==> src/rtl/tdm_pkg.sv <==
// Shared constants and state type for the 4-slot TDM receive demultiplexer.
package tdm_pkg;

    localparam int NUM_CH = 4;
    localparam int SEL_W  = 2;

    typedef enum logic {
        HUNT,
        RUN
    } tdm_state_t;

endpackage

==> src/rtl/tdm_demux4_if.sv <==
// Link-side and frame-side signals of the TDM demultiplexer, bundled with modports.
interface tdm_demux4_if
    import tdm_pkg::*;
#(
    parameter int WIDTH = 1
) ();

    logic [WIDTH-1:0]        in_data;
    logic                    in_valid;
    logic                    in_sof;
    logic [NUM_CH*WIDTH-1:0] out_data;
    logic                    out_valid;
    logic [SEL_W-1:0]        sel;
    logic                    sync_err;

    modport master (
        output in_data, in_valid, in_sof,
        input  out_data, out_valid, sel, sync_err
    );

    modport slave (
        input  in_data, in_valid, in_sof,
        output out_data, out_valid, sel, sync_err
    );

endinterface

==> src/rtl/tdm_slot_ctr.sv <==
// Mod-4 slot counter: clear beats load-to-1, which beats increment.
module tdm_slot_ctr
    import tdm_pkg::*;
(
    input  logic             clk,
    input  logic             rst,
    input  logic             en_i,
    input  logic             load_i,
    input  logic             clr_i,
    output logic [SEL_W-1:0] cnt_o
);

    logic [SEL_W-1:0] cnt_q, cnt_d;

    always_comb begin
        cnt_d = cnt_q;
        if (clr_i) begin
            cnt_d = '0;
        end else if (load_i) begin
            cnt_d = SEL_W'(1);
        end else if (en_i) begin
            cnt_d = cnt_q + SEL_W'(1);
        end
    end

    always_ff @(posedge clk) begin
        if (rst) begin
            cnt_q <= '0;
        end else begin
            cnt_q <= cnt_d;
        end
    end

    assign cnt_o = cnt_q;

endmodule

==> src/rtl/tdm_demux4.sv <==
// 4-slot TDM receiver: aligns on start-of-frame, collects slots 0..2 in shadow
// registers and publishes a whole frame when the slot-3 sample arrives.
module tdm_demux4
    import tdm_pkg::*;
#(
    parameter int WIDTH = 1
) (
    input  logic         clk,
    input  logic         rst,
    tdm_demux4_if.slave  bus
);

    tdm_state_t                        state_q, state_d;
    logic [NUM_CH-2:0][WIDTH-1:0]      shadow_q, shadow_d;
    logic [NUM_CH*WIDTH-1:0]           out_data_q, out_data_d;
    logic                              out_valid_q, out_valid_d;
    logic                              sync_err_q, sync_err_d;
    logic                              ctr_en, ctr_load, ctr_clr;
    logic [SEL_W-1:0]                  sel;

    tdm_slot_ctr u_slot_ctr (
        .clk    (clk),
        .rst    (rst),
        .en_i   (ctr_en),
        .load_i (ctr_load),
        .clr_i  (ctr_clr),
        .cnt_o  (sel)
    );

    always_comb begin
        // NOTE: every signal driven here gets a default first, so no path can infer a latch.
        state_d     = state_q;
        shadow_d    = shadow_q;
        out_data_d  = out_data_q;
        out_valid_d = 1'b0;
        sync_err_d  = 1'b0;
        ctr_en      = 1'b0;
        ctr_load    = 1'b0;
        ctr_clr     = 1'b0;

        if (bus.in_valid) begin
            unique case (state_q)
                HUNT: begin
                    if (bus.in_sof) begin
                        shadow_d[0] = bus.in_data;
                        ctr_load    = 1'b1;
                        state_d     = RUN;
                    end
                end
                RUN: begin
                    if (bus.in_sof) begin
                        // An early sof drops the partial frame and restarts at slot 0.
                        sync_err_d  = (sel != '0);
                        shadow_d[0] = bus.in_data;
                        ctr_load    = 1'b1;
                    end else begin
                        unique case (sel)
                            2'd0: begin
                                sync_err_d = 1'b1;
                                ctr_clr    = 1'b1;
                                state_d    = HUNT;
                            end
                            2'd1: begin
                                shadow_d[1] = bus.in_data;
                                ctr_en      = 1'b1;
                            end
                            2'd2: begin
                                shadow_d[2] = bus.in_data;
                                ctr_en      = 1'b1;
                            end
                            default: begin
                                out_data_d  = {bus.in_data, shadow_q[2], shadow_q[1], shadow_q[0]};
                                out_valid_d = 1'b1;
                                ctr_en      = 1'b1;
                            end
                        endcase
                    end
                end
                default: state_d = HUNT;
            endcase
        end
    end

    always_ff @(posedge clk) begin
        // NOTE: non-blocking assignments so every register samples the same pre-edge values.
        if (rst) begin
            // NOTE: the shadow slots are plain flops, not a memory, so they take the reset too.
            state_q     <= HUNT;
            shadow_q    <= '0;
            out_data_q  <= '0;
            out_valid_q <= 1'b0;
            sync_err_q  <= 1'b0;
        end else begin
            state_q     <= state_d;
            shadow_q    <= shadow_d;
            out_data_q  <= out_data_d;
            out_valid_q <= out_valid_d;
            sync_err_q  <= sync_err_d;
        end
    end

    assign bus.out_data  = out_data_q;
    assign bus.out_valid = out_valid_q;
    assign bus.sync_err  = sync_err_q;
    assign bus.sel       = sel;

endmodule

==> src/flat_wrapper.sv <==
// flat-port wrapper written by rule: the top's interface ports become plain ports
module tdm_demux4_flat import tdm_pkg::*;
#(
    parameter int WIDTH = 1
)
  (clk, rst, bus_in_data, bus_in_valid, bus_in_sof, bus_out_data, bus_out_valid, bus_sel, bus_sync_err);
  tdm_demux4_if #(.WIDTH(WIDTH)) bus_i ();
  input  logic clk;
  input  logic rst;
  input wire logic [$bits(bus_i.in_data)-1:0] bus_in_data;
  input wire logic [$bits(bus_i.in_valid)-1:0] bus_in_valid;
  input wire logic [$bits(bus_i.in_sof)-1:0] bus_in_sof;
  output wire logic [$bits(bus_i.out_data)-1:0] bus_out_data;
  output wire logic [$bits(bus_i.out_valid)-1:0] bus_out_valid;
  output wire logic [$bits(bus_i.sel)-1:0] bus_sel;
  output wire logic [$bits(bus_i.sync_err)-1:0] bus_sync_err;
  assign bus_i.in_data = bus_in_data;
  assign bus_i.in_valid = bus_in_valid;
  assign bus_i.in_sof = bus_in_sof;
  assign bus_out_data = bus_i.out_data;
  assign bus_out_valid = bus_i.out_valid;
  assign bus_sel = bus_i.sel;
  assign bus_sync_err = bus_i.sync_err;
  tdm_demux4 #(.WIDTH(WIDTH)) u_core (.clk(clk), .rst(rst), .bus(bus_i));
endmodule
==> config.mk <==
export PLATFORM = sky130hd
export DESIGN_NAME = tdm_demux4_flat
export DESIGN_NICKNAME = d
export VERILOG_FILES = /design/src/rtl/tdm_pkg.sv /design/src/rtl/tdm_demux4_if.sv /design/src/rtl/tdm_slot_ctr.sv /design/src/rtl/tdm_demux4.sv /design/src/flat_wrapper.sv
export SDC_FILE = /design/constraint.sdc
export NUM_CORES = 1
export LEC_CHECK = 0
export ABC_AREA = 1
export CAP_MARGIN = 0
export CORE_AREA = 2 2 39 41
export CTS_CLUSTER_SIZE = 40
export DETAILED_ROUTE_END_ITERATION = 10
export DIE_AREA = 0 0 41 43
export DONT_BUFFER_PORTS = 1
export MAX_ROUTING_LAYER = met4
export SETUP_SLACK_MARGIN = 0.15
export SYNTH_ARGS = -nofsm -noshare
export SYNTH_HDL_FRONTEND = slang
export SYNTH_SLANG_ARGS = --single-unit
==> constraint.sdc <==
create_clock -name clk -period 2.1 [get_ports clk]
set_input_delay 0.21 -clock clk [delete_from_list [all_inputs] [get_ports clk]]
set_output_delay 0.21 -clock clk [all_outputs]
set_load 0.02 [all_outputs]
### Yosys cells after proc, flatten, opt, wreduce, memory -nomap -nowiden

Index checks and enable logic that the tools add are counted.

| word-level totals | value |
|---|---|
| bits in registers | 12 |
| input port bits | 5 |
| output and inout port bits | 8 |
| word-level logic and storage cells | 45 |

| cells by class | value |
|---|---|
| add/subtract/negate cells | 1 |
| equal/unequal tests | 2 |
| multiplexer cells | 17 |
| bitwise operators | 4 |
| reduce and logical (&&, ||, !) cells | 12 |

Operators with widths:

| operator | count |
|---|---|
| $mux W1 | 16 |
| $reduce_and A4 Y1 | 3 |
| $reduce_or A3 Y1 | 3 |
| $not A1 Y1 | 4 |
| $reduce_bool A2 Y1 | 2 |
| $reduce_or A4 Y1 | 1 |
| $add A2 B1 Y2 const B | 1 |
| $eq A2 B1 Y1 const B | 1 |
| $eq A2 B2 Y1 const B | 1 |
| $logic_not A2 Y1 | 1 |
| $pmux W1 S2 | 1 |
| $reduce_and A2 Y1 | 1 |
| $reduce_or A2 Y1 | 1 |

### Logic depth before layout (Yosys ltp)

| depth | value |
|---|---|
| word-level depth | 7 |
| mapped depth | 8 |

### By module

From an unflattened synthesis, not the netlist that was laid out.

| second synthesis, totals | value |
|---|---|
| cell total of the unflattened synthesis | 80 |
| area, all modules | 555.5 sq um |

By module, submodules not included:

| module | times used | cells each | area each (sq um) |
|---|---|---|---|
| tdm_demux4 | 1 | 62 | 445.4 |
| tdm_slot_ctr | 1 | 18 | 110.1 |

### Least setup slack after synthesis

No wires, ideal clock.

| timing path | value |
|---|---|
| kind | reg2reg |
| start | register u_core.u_slot_ctr.cnt_q[0], in the netlist u_core.u_slot_ctr.cnt_o[0] |
| end | register u_core.u_slot_ctr.cnt_q[0], in the netlist u_core.u_slot_ctr.cnt_o[0] |
| setup time | 0.066 ns |
| arrival | 1.318 ns |
| setup slack | 0.716 ns |
| stages on the path, launching flop included | 9 |
| cell sequence | dfxtp_1 -> inv_1 -> ha_1 -> inv_1 -> ha_1 -> nand3_1 -> nand2_1 -> nand2_1 -> a21oi_2 |

| on the way | value |
|---|---|
| cells in the longest elaborated chain, start to end | 6 |

RTL lines:

| element | line | RTL |
|---|---|---|
| start: declaration | tdm_slot_ctr.sv:13 | `logic [SEL_W-1:0] cnt_q, cnt_d;` |
| start signal: assignment | tdm_slot_ctr.sv:30 | `cnt_q <= cnt_d;` |
| $logic_not A2 Y1 | tdm_demux4.sv:57 | `unique case (sel)` |
| $mux W1 | tdm_demux4.sv:57 |  |
| $mux W1 | tdm_demux4.sv:51 | `if (bus.in_sof) begin` |
| $mux W1 | tdm_demux4.sv:42 | `unique case (state_q)` |
| $mux W1 | tdm_demux4.sv:41 | `if (bus.in_valid) begin` |
| $reduce_bool A2 Y1 (no line) or $reduce_or A2 Y1 (tied branches) | -- |  |

Several ways; a longest one is shown, not always the timed one. The select of a mux whose other input is x is not followed.
A chain may end at the register's enable or synchronous reset.

### Final worst setup path

| timing path | value |
|---|---|
| start | register u_core.u_slot_ctr.cnt_q[0], in the netlist u_core.u_slot_ctr.cnt_o[0] |
| end | register u_core.u_slot_ctr.cnt_q[1], in the netlist u_core.u_slot_ctr.cnt_o[1] |

| on the way | value |
|---|---|
| cells in the longest elaborated chain, start to end | 6 |

RTL lines:

| element | line |
|---|---|
| $logic_not A2 Y1 | tdm_demux4.sv:57 |
| $mux W1 | tdm_demux4.sv:57 |
| $mux W1 | tdm_demux4.sv:51 |
| $mux W1 | tdm_demux4.sv:42 |
| $mux W1 | tdm_demux4.sv:41 |
| $reduce_or A3 Y1 (no line) | -- |

Several ways; a longest one is shown, not always the timed one.

==> impl_metrics.env <==
export IMPL_status="complete, no violations"
export IMPL_crit_path_end="u_core.u_slot_ctr.cnt_o[1]$_SDFFE_PP0P_"
export IMPL_finalSetupViolations=0
export IMPL_multi_input_area_sq_um=315.3
export IMPL_yosysWarnings=0
export IMPL_crit_path_max_fanout=6
export IMPL_layout_drive_gt1_share_pct=12.05
export IMPL_reg2reg_slack_ns=0.58
export IMPL_start_util_pct=42.59
export IMPL_routed_wl_microns=884
export IMPL_fin_setup_tns_ns=0
export IMPL_drt_antenna_violating_nets=0
export IMPL_io_pins=13
export IMPL_synth_compound_area_share_pct=4.883
export IMPL_grt_overflow_total=0
export IMPL_rr_endpoint="u_core.u_slot_ctr.cnt_o[1]$_SDFFE_PP0P_"
export IMPL_use_met1_pct=15.03
export IMPL_grt_use_met3_pct=5.759
export IMPL_worst_ep_arrival_time_ns=1.69
export IMPL_end_kind="register"
export IMPL_grt_busiest_layer="met2"
export IMPL_syn_area_sq_um=589.3
export IMPL_viasPerCell=4.444
export IMPL_first_pass_iters=3
export IMPL_route_detailed_drc=0
export IMPL_ir_drop_uv=408.8
export IMPL_gp_congestion=0.7678
export IMPL_tightest_slew_ns=0.3726
export IMPL_rsz0062_at_grt="false"
export IMPL_synth_simple_area_share_pct=35.88
export IMPL_placementRows=14
export IMPL_synth_fa_ha_area_share_pct=12.74
export IMPL_holdCritPathClass="in -> reg"
export IMPL_postPlaceCellArea_sq_um=609.3
export IMPL_synth_seq_cells=12
export IMPL_grt_pass1_vias=409
export IMPL_finClkSkew_ns=0.0007488
export IMPL_clk_pin_slew_ns=0.07
export IMPL_p_per_area_mw_per_mm2=692.8
export IMPL_fmax_mhz=657.5
export IMPL_grt_util_all_layers_pct=13.75
export IMPL_rr_worst_depth=7
export IMPL_root_buffer="clkbuf_4"
export IMPL_die_h_microns=43
export IMPL_synth_cells=78
export IMPL_area_growth_pct=11.25
export IMPL_regArea_sq_um=240.2
export IMPL_clock_sinks=12
export IMPL_nFillCells=154
export IMPL_synthesis_nets=89
export IMPL_power_uw=454.2
export IMPL_antenna_cells=0
export IMPL_power_leakage_nw=0.3210
export IMPL_hold_violations=0
export IMPL_synth_xor_area_share_pct=0
export IMPL_insertion_delay_ns=0.27
export IMPL_grt_max_degree=11
export IMPL_io_buffers=0
export IMPL_yosysTopAreaCellShare_pct=40.76
export IMPL_grt_pass1_wl_microns=1600
export IMPL_slew_viol_final=0
export IMPL_fp_dieW_microns=41
export IMPL_hold_slack_ns=0.1010
export IMPL_period_minus_slack_ns=1.521
export IMPL_drt_iter0_drc=2
export IMPL_synth_avg_cell_area_sq_um=7.555
export IMPL_startpoint_type="register"
export IMPL_die_area_sq_mm=0.001763
export IMPL_criticalPathCategory="reg -> reg"
export IMPL_yosysUniqueCellTypes=16
export IMPL_fin_crit_sh_pct=72.43
export IMPL_numCtsBuffers=3
export IMPL_antenna_found_initial=0
export IMPL_drv_cap=0
export IMPL_final_core_util_pct=47.38
export IMPL_ys_seq_area_share_pct=40.76
export IMPL_synthMuxAreaShare_pct=0
export IMPL_slew_headroom_pct=75.13
export IMPL_synth_top_family_by_area="simple AND/OR/NAND/NOR gates"
export IMPL_nets=95
export IMPL_via_count=440
export IMPL_core_area_sq_mm=0.001384
export IMPL_yosys_top_cells_area="dfxtp_1 41%, nand2_1 14%, ha_1 13%"
export IMPL_postCtsSetupBuffers=0
export IMPL_cts_htree_levels=1
export IMPL_cts_tree="yes"
export IMPL_synth_area_leader_cell="dfxtp_1"
export IMPL_worstSetupStartpoint="u_core.u_slot_ctr.cnt_o[0]$_SDFFE_PP0P_"
export IMPL_fin_area_sq_um=655.6
export IMPL_required_ns=2.27
export IMPL_timing_rr_start="u_core.u_slot_ctr.cnt_o[0]$_SDFFE_PP0P_"
export IMPL_wl_per_cell_microns=8.929
export IMPL_clk_path_buf_depth=2
export IMPL_hpwl_microns=713.7
export IMPL_grtUsageMet2_pct=20.00
final cells by class:
cell class                 instances  share of cell area (%)
timing repair buffer               1                   1.527
clock buffer                       4                   5.534
sequential                        12                   36.64
inverter                           9                   5.153
tap                               16                   3.053
multi-input combinational         57                   48.09
cell families after synthesis:
| kind of cell | after synthesis |
|---|---|
| simple gates | 46 |
| flops | 12 |
| buf+inv | 9 |
| fa+ha+maj | 6 |
| compound gates | 5 |
what timing repair did:
item	in CTS	in global routing
resized for setup	0	0
endpoints found under the hold margin	1	0
hold buffers	1	0
report_power, final:
part / internal, mW / switching (mW)
sequential: 0.232 / 0.00793
combinational: 0.0134 / 0.0212
clock: 0.105 / 0.0741
flip-flops by register name, indices dropped and copies added, names as in the netlist:
register                 count
u_core.u_slot_ctr.cnt_o      2
u_core.bus.out_valid         1
u_core.bus.sync_err          1
u_core.state_q               1
u_core.shadow_q              3
u_core.bus.out_data          4
cell usage in the layout, fill, tap and decap left out:
cell type	Yosys	layout
inv_2	1	1
o21ai_0	1	1
nor2_2	1	1
ha_1	6	6
dfxtp_1	12	12
dlygate4sd3_1	0	1
clkbuf_4	0	3
nand3_1	3	3
clkbuf_8	0	1
inv_1	7	7
nor2_1	16	16
nor2_8	1	1
a21oi_2	1	1
o21ai_1	1	1
nand2_1	22	22
nor3_1	1	1
nand2_4	2	2
clkinv_1	1	1
a21oi_1	2	2
synth_stat cells, drive strengths merged:
cell type	instances
nand2	24
inv	8
nor2	18
nor3	1
a21oi	3
o21ai	2
ha	6
nand3	3
dfxtp	12
clkinv	1
how the worst min path moves through the flow:
stage / startpoint / endpoint / slack [ns] / cells after the start
4_1_cts: bus_in_valid / u_core.state_q$_SDFFE_PP0P_ / 0.09 / 2
2_1_floorplan: rst / u_core.bus.out_valid$_SDFF_PP0_ / 0.29 / 1
5_1_grt: bus_in_valid / u_core.state_q$_SDFFE_PP0P_ / 0.11 / 2
6_report: bus_in_valid / u_core.state_q$_SDFFE_PP0P_ / 0.10 / 2
3_5_place_dp: rst / u_core.bus.out_valid$_SDFF_PP0_ / 0.29 / 1
3_3_place_gp: rst / u_core.bus.out_valid$_SDFF_PP0_ / 0.29 / 1
stage by stage:
stage,cells,worst slack (ns)
global placement,94,0.6338
finish,99,0.5791
global route,99,0.4174
floorplan,78,0.7162
CTS,99,0.5562
detailed placement,94,0.5694
critical path, stage by stage, from the launching register on:
cell and delay (ns):
dfxtp_1 0.55, inv_1 0.12, ha_1 0.23, inv_1 0.06
ha_1 0.13, nand3_1 0.13, o21ai_1 0.16, nor2_1 0.05
routing by layer:
metal	routed length, microns	vias up
li1	-	247
met1	383	185
met2	456	6
met3	36	2
met4	6	0
met5	0	-
(Power assumes the default switching activity.)
